`src/rtl/mm_pkg.sv`:
```
// Shared multimeter types and helpers: result selection, report FSM states,
// line tags and BCD-to-ASCII mapping.
package mm_pkg;

  typedef enum logic [1:0] {
    VADC = 2'd0,
    VAVG = 2'd1,
    VRMS = 2'd2,
    VIIR = 2'd3
  } result_sel_t;

  typedef enum logic [1:0] {
    RPT_IDLE,
    RPT_TAG,
    RPT_DIGIT,
    RPT_EOL
  } rpt_state_t;

  localparam logic [7:0] TAG_VADC = 8'h41;  // 'A'
  localparam logic [7:0] TAG_VAVG = 8'h4D;  // 'M'
  localparam logic [7:0] TAG_VRMS = 8'h52;  // 'R'
  localparam logic [7:0] TAG_VIIR = 8'h46;  // 'F'

  // 0-9 -> '0'..'9', 0xF -> CR, anything else -> '?'
  function automatic logic [7:0] num2ascii(input logic [3:0] n);
    logic [7:0] c;
    if (n <= 4'd9)      c = 8'h30 + {4'h0, n};
    else if (n == 4'hF) c = 8'h0D;
    else                c = 8'h3F;
    return c;
  endfunction

  function automatic logic [7:0] result_tag(input result_sel_t s);
    logic [7:0] t;
    t = TAG_VADC;
    case (s)
      VADC: t = TAG_VADC;
      VAVG: t = TAG_VAVG;
      VRMS: t = TAG_VRMS;
      VIIR: t = TAG_VIIR;
      default: t = TAG_VADC;
    endcase
    return t;
  endfunction

endpackage

```
`src/rtl/mm_tick_gen.sv`:
```
// Free-running period counter with enable and synchronous clear; emits a
// single-cycle tick on the last count of each period.
module mm_tick_gen #(
  parameter int PERIOD_CYC = 10_000_000
) (
  input  logic clk,
  input  logic rst_n,
  input  logic en,
  input  logic clr,
  output logic tick
);

  localparam int CW = (PERIOD_CYC > 2) ? $clog2(PERIOD_CYC) : 1;
  localparam logic [CW-1:0] LAST = CW'(PERIOD_CYC - 1);

  logic [CW-1:0] cnt;

  always_ff @(posedge clk or negedge rst_n) begin
    if (!rst_n)             cnt <= '0;
    else if (clr)           cnt <= '0;
    else if (en) begin
      if (cnt == LAST)      cnt <= '0;
      else                  cnt <= cnt + CW'(1);
    end
  end

  assign tick = en && !clr && (cnt == LAST);

endmodule

```
`src/rtl/mm_uart_reporter.sv`:
```
// Periodic report sequencer: snapshots the selected BCD result on each tick
// and streams "<tag><digits MSB first><CR>" over a valid/ready byte port.
module mm_uart_reporter
  import mm_pkg::*;
#(
  parameter int NDIG       = 4,
  parameter int PERIOD_CYC = 10_000_000
) (
  input  logic              clk,
  input  logic              rst_n,
  input  logic              uart_en,
  input  logic [1:0]        res_sel,
  input  logic [4*NDIG-1:0] v_adc,
  input  logic [4*NDIG-1:0] v_avg,
  input  logic [4*NDIG-1:0] v_rms,
  input  logic [4*NDIG-1:0] v_iir,
  output logic [7:0]        tx_data,
  output logic              tx_valid,
  input  logic              tx_ready,
  output logic              busy,
  output logic              overrun
);

  localparam int IW = (NDIG > 1) ? $clog2(NDIG) : 1;

  rpt_state_t              state, state_nxt;
  result_sel_t             snap_sel, sel_nxt;
  logic [NDIG-1:0][3:0]    snap_val, val_nxt, pick;
  logic [IW-1:0]           idx, idx_nxt;
  logic [7:0]              data_nxt;
  logic                    pending, take, tick;

  mm_tick_gen #(.PERIOD_CYC(PERIOD_CYC)) u_tick (
    .clk   (clk),
    .rst_n (rst_n),
    .en    (uart_en),
    .clr   (!uart_en),
    .tick  (tick)
  );

  always_comb begin
    pick = v_adc;
    case (result_sel_t'(res_sel))
      VADC: pick = v_adc;
      VAVG: pick = v_avg;
      VRMS: pick = v_rms;
      VIIR: pick = v_iir;
      default: pick = v_adc;
    endcase
  end

  // A tick coinciding with the IDLE launch refills pending rather than overrunning.
  always_ff @(posedge clk or negedge rst_n) begin
    if (!rst_n) begin
      pending <= 1'b0;
      overrun <= 1'b0;
    end else if (!uart_en) begin
      pending <= 1'b0;
      overrun <= 1'b0;
    end else begin
      overrun <= tick && pending && !take;
      if (tick)      pending <= 1'b1;
      else if (take) pending <= 1'b0;
    end
  end

  always_comb begin
    state_nxt = state;
    sel_nxt   = snap_sel;
    val_nxt   = snap_val;
    idx_nxt   = idx;
    take      = 1'b0;
    case (state)
      RPT_IDLE: if (pending && uart_en) begin
        take      = 1'b1;
        sel_nxt   = result_sel_t'(res_sel);
        val_nxt   = pick;
        idx_nxt   = IW'(NDIG - 1);
        state_nxt = RPT_TAG;
      end
      RPT_TAG: if (tx_ready) state_nxt = RPT_DIGIT;
      RPT_DIGIT: if (tx_ready) begin
        if (idx == '0) state_nxt = RPT_EOL;
        else           idx_nxt   = idx - IW'(1);
      end
      RPT_EOL: if (tx_ready) state_nxt = RPT_IDLE;
      default: state_nxt = RPT_IDLE;
    endcase

    // Output byte is decoded from the next state so tx_data/tx_valid can be registered.
    data_nxt = 8'h00;
    case (state_nxt)
      RPT_TAG:   data_nxt = result_tag(sel_nxt);
      RPT_DIGIT: data_nxt = num2ascii(val_nxt[idx_nxt]);
      RPT_EOL:   data_nxt = num2ascii(4'hF);
      default:   data_nxt = 8'h00;
    endcase
  end

  always_ff @(posedge clk or negedge rst_n) begin
    if (!rst_n) begin
      state    <= RPT_IDLE;
      snap_sel <= VADC;
      snap_val <= '0;
      idx      <= '0;
      tx_data  <= 8'h00;
      tx_valid <= 1'b0;
    end else begin
      state    <= state_nxt;
      snap_sel <= sel_nxt;
      snap_val <= val_nxt;
      idx      <= idx_nxt;
      tx_data  <= data_nxt;
      tx_valid <= (state_nxt != RPT_IDLE);
    end
  end

  assign busy = (state != RPT_IDLE);

endmodule

```
`config.mk`:
```
export PLATFORM = sky130hd
export DESIGN_NAME = mm_uart_reporter
export DESIGN_NICKNAME = d
export VERILOG_FILES = /design/src/rtl/mm_pkg.sv /design/src/rtl/mm_tick_gen.sv /design/src/rtl/mm_uart_reporter.sv
export SDC_FILE = /design/constraint.sdc
export NUM_CORES = 1
export LEC_CHECK = 0
export CORE_MARGIN = 2
export CORE_UTILIZATION = 49
export DETAILED_ROUTE_END_ITERATION = 7
export PLACE_DENSITY_LB_ADDON = 0.15
export SLEW_MARGIN = 40
export SYNTH_ARGS = -nofsm -noshare
export SYNTH_HDL_FRONTEND = slang
export SYNTH_SLANG_ARGS = --single-unit
```
`constraint.sdc`:
```
create_clock -name clk -period 2.6 [get_ports clk]
set_input_delay 0.26 -clock clk [delete_from_list [all_inputs] [get_ports clk]]
set_output_delay 0.26 -clock clk [all_outputs]
set_load 0.02 [all_outputs]
```
# Word-level counts from Yosys, hierarchy flattened
# Cells that the tools add are included.
# totals
reg_bits	57
output_inout_bits	11
word_cells	72
# op_classes
n_lt_le_gt_ge	2
n_reduce_logical	11
n_addsub	3
mux	29
eq_ne	15
# ops
op	n
16-bit one-hot mux with 4 select lines	1
24-bit 2-to-1 mux	2
16-bit 2-to-1 mux	2
8-bit one-hot mux with 4 select lines	1
24-bit by 1-bit adder with 24-bit output, second input constant	1
24-bit equality test, second input constant	1
8-bit one-hot mux with 3 select lines	1
2-bit 2-to-1 mux	10
2-bit equality test, second input constant	8
4-bit binary-select mux with 2-bit select	1
2-bit by 1-bit equality test with 1-bit output, second input constant	4
2-bit logical NOT	4
2-bit one-hot mux with 4 select lines	1
6-bit by 4-bit adder with 7-bit output, first input constant	1
7-bit 2-to-1 mux	1
1-bit 2-to-1 mux	6
6-bit 2-to-1 mux	1
4-bit equality test, second input constant	1
4-bit less-or-equal comparator, second input constant	1
1-bit logical AND	4
4-bit 2-to-1 mux	1
2-bit one-hot mux with 2 select lines	1
2-bit nonzero test	2
2-bit by 3-bit < comparator with 1-bit output, second input constant	1
other kinds (3)	3

# Longest topological paths before layout
# Gate-level depths: netlist of the first run.
# logic_depth
word_depth	10
depth_mapped	8

# Modules after synthesis
# From an unflattened synthesis of the first run, not the netlist that was laid out.
# unflattened
hier_cells	327
area_unflattened_um2	3375.7
# modules_own_cells
module	area_each_um2	seq_area_each_um2	instances	cells_per_inst
mm_uart_reporter	1926.8	800.8	1	162
mm_tick_gen	1448.9	600.6	1	165

# Worst setup path after synthesis of the first run
# No wires, ideal clock.
# synth_path
path_kind	register -> register
from	register state[1]
to	register tx_data[0]
path_stages_with_launch	9
n_path_buf	2
t_arrival_ns	2.000
path_slack_ns	0.476
cell_sequence	dfrtp_1 -> buf_2 -> nor4bb_1 -> buf_4 -> mux2_4 -> nor3_2 -> o22ai_1 -> o21a_1 -> o31a_1
# synth_lines
element	line_no	rtl
from (decl)	mm_uart_reporter.sv:26	rpt_state_t state, state_nxt;
from (signal assigned)	mm_uart_reporter.sv:109	state <= state_nxt;
to (signal assigned)	mm_uart_reporter.sv:113	tx_data <= data_nxt;
to (decl)	mm_uart_reporter.sv:17	output logic [7:0] tx_data,

# Worst setup path in the final report of the first run
# layout_path
from	register state[0]
to	register tx_data[4]
# layout_via
elab_chain_len	8
elab_cells_between_ends	29
# layout_rtl
element	line_no	rtl
parallel branches: the longest is 7 deep, another holds 6-bit by 4-bit adder with 7-bit output	n/a	
8-bit one-hot mux with 3 select lines (*)	mm_uart_reporter.sv:92	case (state_nxt)
named net data_nxt[4]	mm_uart_reporter.sv:30	logic [7:0] data_nxt;
# Mark *: on every way through the listed nets, which the timed path passes. The select of a mux whose other input is x is not followed.
# A chain may end at the register's enable or synchronous reset.

==> impl_metrics.json, run 1 <==
{
  "vias": 2440,
  "hold_viol": 0,
  "area_delta_synth_final_pct": 35.1,
  "worst_slew_pin_slew_ns": 0.552,
  "grt_setup_unrepaired": "no",
  "clk_latency_ns": 0.31,
  "yosys_warnings": 0,
  "cts_buffer_depth": 2,
  "htree_num_levels": 2,
  "cts_tree": "done",
  "port_buffers": 79,
  "grt_use_total": 0.224,
  "p_switching_uw": 675,
  "antenna_cells": 0,
  "status": "finished, final reports clean",
  "dieWidth_um": 82.7,
  "routed_via_density": 5.67,
  "clkPwrFrac": 0.205,
  "grt_pass1_vias": 2576,
  "syn_area_um2": 3040,
  "setup_tns_ns": 0,
  "final_common_cell": "clkdlybuf4s50_1",
  "initialDrtViolationCount": 89,
  "core-area_um2": 5960,
  "combinationalPowerShare": 0.330,
  "ys_seq_elements": 56,
  "final_cell_mix": "78 x clkdlybuf4s50_1, 56 x dfrtp_1, 29 x nor2_1",
  "clock_skew_ns": 0.00937,
  "layout.nets": 426,
  "start_kind": "flip-flop",
  "p_per_area_nw_per_um2": 529,
  "firstDrtPassIters": 4,
  "final_util": 0.689,
  "hold_slack_ns": 0.408,
  "min_period_ns": 2.41,
  "cp_data_arrival_time_ns": 2.61,
  "die_h_um": 82.7,
  "root_buffer": "clkbuf_8",
  "ir_worst_vdd_mv": 0.252,
  "start_util": 0.510,
  "post-route-period-util": 0.926,
  "power_leakage_nw": 1.75,
  "antenna_found_initial": 0,
  "swShare": 0.311,
  "hold_class": "in2async",
  "slew_headroom": 0.629,
  "seqPwrFrac": 0.465,
  "die_area_um2": 6850,
  "cts.reportedPaths.clkPinSlew_ns": 0.09,
  "worstPathMaxFanout": 9,
  "fin_cells": 430,
  "slew_violations": 0,
  "power.internal_mw": 1.50,
  "synth.avg_cell_area_um2": 11.5,
  "drc": 0,
  "yosysSeqAreaShare": 0.461,
  "wl_um": 6860,
  "end_kind": "flip-flop",
  "fmax_mhz": 415,
  "syn_inst": 264,
  "gp_congestion": 0.915,
  "rr_worst_depth": 7,
  "r2r_slack_ns": 0.19,
  "synth_flop_cell": "dfrtp_1",
  "dp_cells": 422,
  "detailed_place_hpwl_um": 5500,
  "grt_remaining_overflow": 0,
  "io_pins": 81,
  "synthDistinctLibCells": 49,
  "rows": 28,
  "cts_setup_buffers": 0,
  "synth-edff-count": 0,
  "finalSetupViolCount": 0,
  "antenna_left": 0,
  "worst-setup-path-type": "reg2reg",
  "cts_made_buffers": 5,
  "synthArstFlopShare": 1.00,
  "grt_max_degree": 24,
  "drv_cap": 0,
  "wl_per_cell_um": 15.9,
  "cts_sinks": 56,
  "required_ns": 2.80,
  "synth_nets": 335,
  "grt_first_pass_wirelength_um": 11500,
  "drive_gt1_frac": 0.183
}
power by group through the flow:
stage | logic, mW | clock network, mW | registers [mW]
after CTS | 0.718 | 0.462 | 1.01
after global placement | 0.706 | 0 | 1.02
after detailed placement | 0.714 | 0 | 1.03
after floorplan | 0.331 | 0 | 1.06
after global routing | 0.779 | 0.490 | 1.02
final | 0.717 | 0.445 | 1.01
flip-flops by register name, summed over array words and instances, names as in the netlist:
name        count
idx             2
overrun         1
pending         1
snap_sel        2
snap_val       16
state           2
tx_data         7
tx_valid        1
u_tick.cnt     24
logic make-up after synthesis:
group | Yosys count | synth area share
mux | 34 | 0.190
fa+ha+maj | 1 | 0.00412
other cells | 1 | 0.00123
simple gates | 94 | 0.164
buf+inv | 21 | 0.0346
flops | 56 | 0.461
xor+xnor | 21 | 0.0605
compound gates | 36 | 0.0840
final cells by class:
type                       count  area [µm²]
timing repair buffer          99         963
fill                         481        1850
tap                           75        93.8
multi-input combinational    187        1550
inverter                       6        22.5
clock inverter                 1        5.00
sequential                    56        1400
clock buffer                   6        72.6
synthesized netlist by cell type (5+ instances only):
master | count | area [µm²]
mux4_2 | 16 | 360
xor2_1 | 16 | 140
mux2_2 | 13 | 146
xnor2_1 | 5 | 43.8
nand4_1 | 5 | 31.3
nand3_1 | 11 | 55.1
a21oi_1 | 7 | 35.0
buf_2 | 9 | 45.0
inv_1 | 5 | 18.8
nand2_1 | 14 | 52.6
dfrtp_1 | 56 | 1400
nor3_1 | 5 | 25.0
and3_1 | 8 | 50.1
nor2_1 | 29 | 109
stage by stage:
step	power [mW]	setup slack [ns]	instance area (µm²)
global route	2.29	0.0354	4110
floorplan	1.39	0.476	3040
global placement	1.73	-0.00654	4020
finish	2.17	0.192	4110
detailed placement	1.74	-0.0514	4020
CTS	2.19	0.157	4110
timing repair:
item / 4_1_cts / 5_1_grt
hold buffers: 1 / 0
setup endpoints to repair: 0 / 2
resized for setup: 0 / 1
endpoints found under the hold margin: 17 / 0
critical path, cell delays in order (launching register included):
cell     delay [ns]
dfrtp_1        0.44
buf_4          0.18
nor3b_1        0.31
o21a_1         0.41
nor3_2         0.07
o22ai_1        0.33
nand4_1        0.24
a32o_1         0.32
path summary, 6_finish.rpt:
path                              from       endpoint
max in group asynchronous        rst_n     tx_data[3]
hold reg to reg            snap_val[9]    snap_val[9]
hold / removal                   rst_n  u_tick.cnt[2]
setup reg to reg              state[0]     tx_data[4]
min in group clk           snap_val[9]    snap_val[9]
setup / recovery              state[0]     tx_data[4]
routing by layer:
layer,GRT usage,part of all wire
met3,0.0435,0.043
met1,0.239,0.39
met5,0,0
met2,0.424,0.54
met4,0.0967,0.027
No activity file was read; power rests on OpenSTA's default activity.
==> inputs of run 2 (changes only) <==
--- a/config.mk
+++ b/config.mk
@@ -6,7 +6,7 @@
 export NUM_CORES = 1
 export LEC_CHECK = 0
 export CORE_MARGIN = 2
-export CORE_UTILIZATION = 49
+export CORE_UTILIZATION = 47
 export DETAILED_ROUTE_END_ITERATION = 7
 export PLACE_DENSITY_LB_ADDON = 0.15
 export SLEW_MARGIN = 40
==> run 2 against run 1 <==
Compared with the run above:
- critical path depth stayed put
- register-to-register slack worse by 0.04 ns
- non-clock buffer count is the same
- power grew 0.33%
- first-iteration DRC count rose by 26%
- global-route usage decreased by 3.5 points
- via count is 0.86% lower
- clock power grew 3%
==> impl_metrics.json, run 2 (synthesis gave the netlist of run 1 again) <==
{
  "worstPathMaxFanout": 9,
  "vias": 2419,
  "cts_tree": "done",
  "port_buffers": 79,
  "rr_worst_depth": 7,
  "die_area_um2": 7120,
  "final_util": 0.651,
  "htree_num_levels": 2,
  "antenna_left": 0,
  "worst-setup-path-type": "reg2reg",
  "dp_cells": 425,
  "start_util": 0.481,
  "layout.nets": 426,
  "cts_buffer_depth": 2,
  "post-route-period-util": 0.942,
  "routed_via_density": 5.59,
  "die_h_um": 84.4,
  "regMostFlops": "u_tick.cnt",
  "start_kind": "flip-flop",
  "combinationalPowerShare": 0.329,
  "use_met3": 0.0324,
  "clock_skew_ns": 0.00824,
  "gp_congestion": 0.874,
  "dpl_cell_area_um2": 4030,
  "min_period_ns": 2.45,
  "fin_cells": 433,
  "cp_data_arrival_time_ns": 2.64,
  "p_per_area_nw_per_um2": 530,
  "rows": 29,
  "end_kind": "flip-flop",
  "nFillCells": 525,
  "cts_sinks": 56,
  "design_area_um2": 4110,
  "cts_resized": 0,
  "ir_worst_vdd_mv": 0.361,
  "grt_max_degree": 57,
  "wl_um": 6500,
  "root_buffer": "clkbuf_8",
  "power_leakage_nw": 1.75,
  "p_total_mw": 2.18,
  "required_ns": 2.79,
  "seqPwrFrac": 0.460,
  "fmax_mhz": 408,
  "slew_violations": 0,
  "core-area_um2": 6310,
  "hold_viol": 0,
  "drc": 0,
  "slew_headroom": 0.525,
  "drive_gt1_frac": 0.185,
  "cts_hold_buf": 0,
  "clkPwrFrac": 0.211,
  "antenna_cells": 0,
  "status": "finished, final reports clean",
  "top_usage_layer": "met2",
  "ff_latch_area_um2": 1400,
  "final_common_cell": "clkdlybuf4s50_1",
  "finalSetupViolCount": 0,
  "dieWidth_um": 84.4,
  "initialDrtViolationCount": 112,
  "reg_top3": "u_tick.cnt: 24 flops, snap_val: 16 flops, tx_data: 7 flops",
  "power.internal_mw": 1.51,
  "cts_setup_buffers": 0,
  "largest_register_ffs": 24,
  "grt_setup_unrepaired": "no",
  "multiInputGateArea_um2": 1550,
  "cts.reportedPaths.clkPinSlew_ns": 0.09,
  "swShare": 0.305,
  "io_pins": 81,
  "grt_use_total": 0.189,
  "grt_remaining_overflow": 0,
  "area_delta_synth_final_pct": 35.4,
  "antenna_found_initial": 0,
  "wl_per_cell_um": 15.0,
  "grt_first_pass_wirelength_um": 10900,
  "final_cell_mix": "78 x clkdlybuf4s50_1, 56 x dfrtp_1, 29 x nor2_1",
  "cts_made_buffers": 5,
  "firstDrtPassIters": 5,
  "grt_pass1_vias": 2446,
  "drv_cap": 0,
  "use_met2": 0.350,
  "hold_class": "in2async",
  "worst_slew_pin_slew_ns": 0.713,
  "detailed_place_hpwl_um": 5090,
  "use_met1": 0.227,
  "clk_latency_ns": 0.30,
  "p_switching_uw": 665
}
## run 2: power by group through the flow
stage | combinational [mW] | sequential, mW | clock [mW]
global route | 0.765 | 1.01 | 0.505
floorplan | 0.331 | 1.06 | 0
global placement | 0.705 | 1.02 | 0
detailed placement | 0.719 | 1.02 | 0
finish | 0.716 | 1.00 | 0.459
CTS | 0.721 | 1.00 | 0.474
## run 2: layout make-up
type,instances,area share
clock buffers,7,0.0186
repair buffers,99,0.234
clock inverters,1,0.00213
multi-input cells,187,0.376
well taps,77,0.0234
flip-flops and latches,56,0.341
inverters,6,0.00548
## run 2: worst max-delay path, cell delays in order (launching register included)
cell	delay, ns
dfrtp_1	0.45
buf_4	0.19
nor3b_1	0.27
nor2_1	0.18
o311ai_0	0.49
o22ai_1	0.24
o21a_1	0.23
o31a_1	0.28
## run 2: worst paths after layout
check	from	end	slack [ns]
setup / recovery	state[0]	tx_data[0]	0.15
hold / removal	rst_n	u_tick.cnt[4]	0.06
setup reg to reg	state[0]	tx_data[0]	0.15
hold reg to reg	snap_val[11]	snap_val[11]	0.51
max in group asynchronous	rst_n	snap_val[8]	2.04
min in group clk	snap_val[11]	snap_val[11]	0.51
## run 2: per-layer routing
metal,share of wire,up-vias
met1,0.41,1195
met2,0.55,62
li1,-,1153
met4,0.015,0
met5,0,-
met3,0.032,9
## run 2: metrics by stage
step	TNS, ns	hold slack [ns]	worst slack (ns)
2_1_floorplan	0	-0.0356	0.476
3_3_place_gp	-0.00586	0.433	-0.00586
3_5_place_dp	-0.175	0.432	-0.0733
4_1_cts	0	0.0957	0.143
5_1_grt	0	0.127	0.0281
6_report	0	0.0619	0.150
==> inputs of run 3 (changes only) <==
--- a/config.mk
+++ b/config.mk
@@ -5,6 +5,8 @@
 export SDC_FILE = /design/constraint.sdc
 export NUM_CORES = 1
 export LEC_CHECK = 0
+export ABC_AREA = 1
+export CORE_ASPECT_RATIO = 1.25
 export CORE_MARGIN = 2
 export CORE_UTILIZATION = 47
 export DETAILED_ROUTE_END_ITERATION = 7
==> run 3 against run 2 <==
Compared with the run above:
- count of clock-buffer cells in the layout did not move
- highest routed layer unchanged
- maximum frequency up 17%
- synthesized cell count increased by 68%
- cell area rose by 0.94%
==> impl_metrics.json, run 3 <==
{
  "dpl_cell_area_um2": 4060,
  "syn_inst": 444,
  "clk_latency_ns": 0.31,
  "gp_congestion": 0.879,
  "core-area_um2": 6610,
  "worstPathMaxFanout": 17,
  "cts_tree": "done",
  "hold_viol": 0,
  "crit_family": "simple AND/OR/NAND/NOR gates",
  "clock_skew_ns": 0.0112,
  "post-place-ws_ns": 0.166,
  "synth.avg_cell_area_um2": 7.24,
  "grt_remaining_overflow": 0,
  "drive_gt1_frac": 0.0744,
  "synth_top_cells_by_count": "125 x nand2_1, 63 x nor2_1, 58 x nand3_1, 56 x dfrtp_1, 34 x inv_1",
  "die_area_um2": 7520,
  "cts_resized": 0,
  "root_buffer": "clkbuf_8",
  "synth_top_area_cell": "dfrtp_1",
  "dp_cells": 603,
  "grt_pass1_vias": 3151,
  "ir_worst_vdd_mv": 0.288,
  "area_delta_synth_final_pct": 29.2,
  "final_util": 0.628,
  "fmax_mhz": 479,
  "slew_headroom": 0.536,
  "p_total_mw": 2.38,
  "synth-edff-count": 0,
  "largest_register_ffs": 24,
  "grt_first_pass_wirelength_um": 13100,
  "cp_common_cell": "nand2_1",
  "firstDrtPassIters": 5,
  "io_pins": 81,
  "setup_tns_ns": 0,
  "grt_setup_unrepaired": "no",
  "routed_via_density": 5.13,
  "wl_per_cell_um": 12.7,
  "dieWidth_um": 78.0,
  "start_kind": "primary input",
  "required_ns": 2.80,
  "grt_max_degree": 57,
  "ys_seq_elements": 56,
  "layout.nets": 594,
  "final_common_cell": "nand2_1",
  "worst_slew_pin_slew_ns": 0.696,
  "drc": 0,
  "synthDistinctLibCells": 33,
  "yosysSeqAreaShare": 0.436,
  "die_h_um": 96.5,
  "detailed_place_hpwl_um": 6200,
  "initialDrtViolationCount": 121,
  "vias": 3134,
  "fin_cells": 611,
  "reg_top3": "u_tick.cnt: 24 flops, snap_val: 16 flops, tx_data: 7 flops",
  "start_util": 0.487,
  "slowest_delay_ns": 0.59,
  "cp_cell_sequence": "clkdlybuf4s50_1 -> inv_2 -> nor2_2 -> nand2_1 -> nand3_1 -> nand2_1 -> nand2_1 -> nand2_1 -> nand3_1 -> nand2_1 -> nor2_1 -> nand2_1 -> nand2_1 -> o21ai_1",
  "port_buffers": 79,
  "synthArstFlopShare": 1.00,
  "worst-path-buf-inv": 2,
  "antenna_found_initial": 0,
  "end_kind": "flip-flop",
  "hold_class": "in2async",
  "synth_nets": 515,
  "antenna_left": 0,
  "yosysTopAreaCellShare": 0.436,
  "cts_made_buffers": 5,
  "rows": 33,
  "slew_violations": 0,
  "p_per_area_nw_per_um2": 573,
  "cts_setup_buffers": 0,
  "power_leakage_nw": 2.00,
  "yosys_warnings": 0,
  "syn_area_um2": 3210,
  "wl_um": 7770,
  "worst-setup-path-type": "in2reg",
  "regMostFlops": "u_tick.cnt",
  "finalSetupViolCount": 0,
  "final_cell_mix": "125 x nand2_1, 78 x clkdlybuf4s50_1, 63 x nor2_1",
  "cts_hold_buf": 0,
  "cts_buffer_depth": 2,
  "design_area_um2": 4150,
  "antenna_cells": 0,
  "critPathLaunch": "res_sel[1]",
  "post-route-period-util": 0.803,
  "drv_cap": 0,
  "rr_startpoint": "u_tick.cnt[0]",
  "final.setup.worst_slack_ns": 0.512,
  "cts_sinks": 56,
  "hold_slack_ns": 0.0680,
  "yosys-top-cells-area": "dfrtp_1 44%, nand2_1 15%, nand3_1 9.0%",
  "critPathSlowestCell": "clkdlybuf4s50_1",
  "cts.reportedPaths.clkPinSlew_ns": 0.10,
  "synth_flop_cell": "dfrtp_1",
  "cp_data_arrival_time_ns": 2.29,
  "htree_num_levels": 2,
  "min_period_ns": 2.09,
  "grt_use_total": 0.218,
  "post-synth-top-count-cell": "nand2_1",
  "status": "finished, final reports clean"
}
==> run 3: cell type report <==
type / count / area, µm²
fill: 618 / 2450
tap: 87 / 109
sequential: 56 / 1400
timing repair buffer: 83 / 816
clock inverter: 1 / 7.51
inverter: 43 / 161
clock buffer: 7 / 86.3
multi-input combinational: 334 / 1570
==> run 3: worst register-to-register path, delay by kind of cell, from the launching register on <==
family	cells	cell delay (ns)
AO/OA/AOI/OAI	2	0.18
AND/OR/NAND/NOR	4	1.02
adder cells (fa/ha/maj)	1	0.18
flip-flops	1	0.38
buffers and inverters	1	0.18
==> run 3: worst paths after layout <==
check                                  to  cells past startpoint  slack [ns]
min in group clk            u_tick.cnt[0]                      1        0.46
setup / recovery               tx_data[4]                     14        0.51
max in group asynchronous     snap_val[8]                      2        2.06
setup reg to reg           u_tick.cnt[19]                      8        0.59
hold reg to reg             u_tick.cnt[0]                      1        0.46
hold / removal             u_tick.cnt[14]                      2        0.07
==> run 3: logic make-up (layout without fill, tap and decap cells) <==
group | count (synthesis) | in the layout | synth area share
AND/OR/NAND/NOR | 279 | 279 | 0.383
flip-flops | 56 | 56 | 0.436
buffers and inverters | 54 | 134 | 0.0755
AO/OA/AOI/OAI | 45 | 45 | 0.0782
XOR/XNOR | 8 | 8 | 0.0218
adder cells (fa/ha/maj) | 1 | 1 | 0.00389
other | 1 | 1 | 0.00117
==> run 3: per-layer routing <==
layer / track usage / up-vias / share of wire
li1: - / 1589 / -
met1: 0.218 / 1433 / 0.38
met2: 0.425 / 95 / 0.54
met3: 0.0437 / 17 / 0.054
met4: 0.115 / 0 / 0.024
met5: 0 / - / 0
==> run 3: where the power goes <==
part | switching, mW | total, mW | leakage (nW) | internal [mW]
Combinational | 0.526 | 0.892 | 1.19 | 0.366
Sequential | 0.0425 | 0.995 | 0.763 | 0.953
Clock | 0.274 | 0.491 | 0.0445 | 0.217
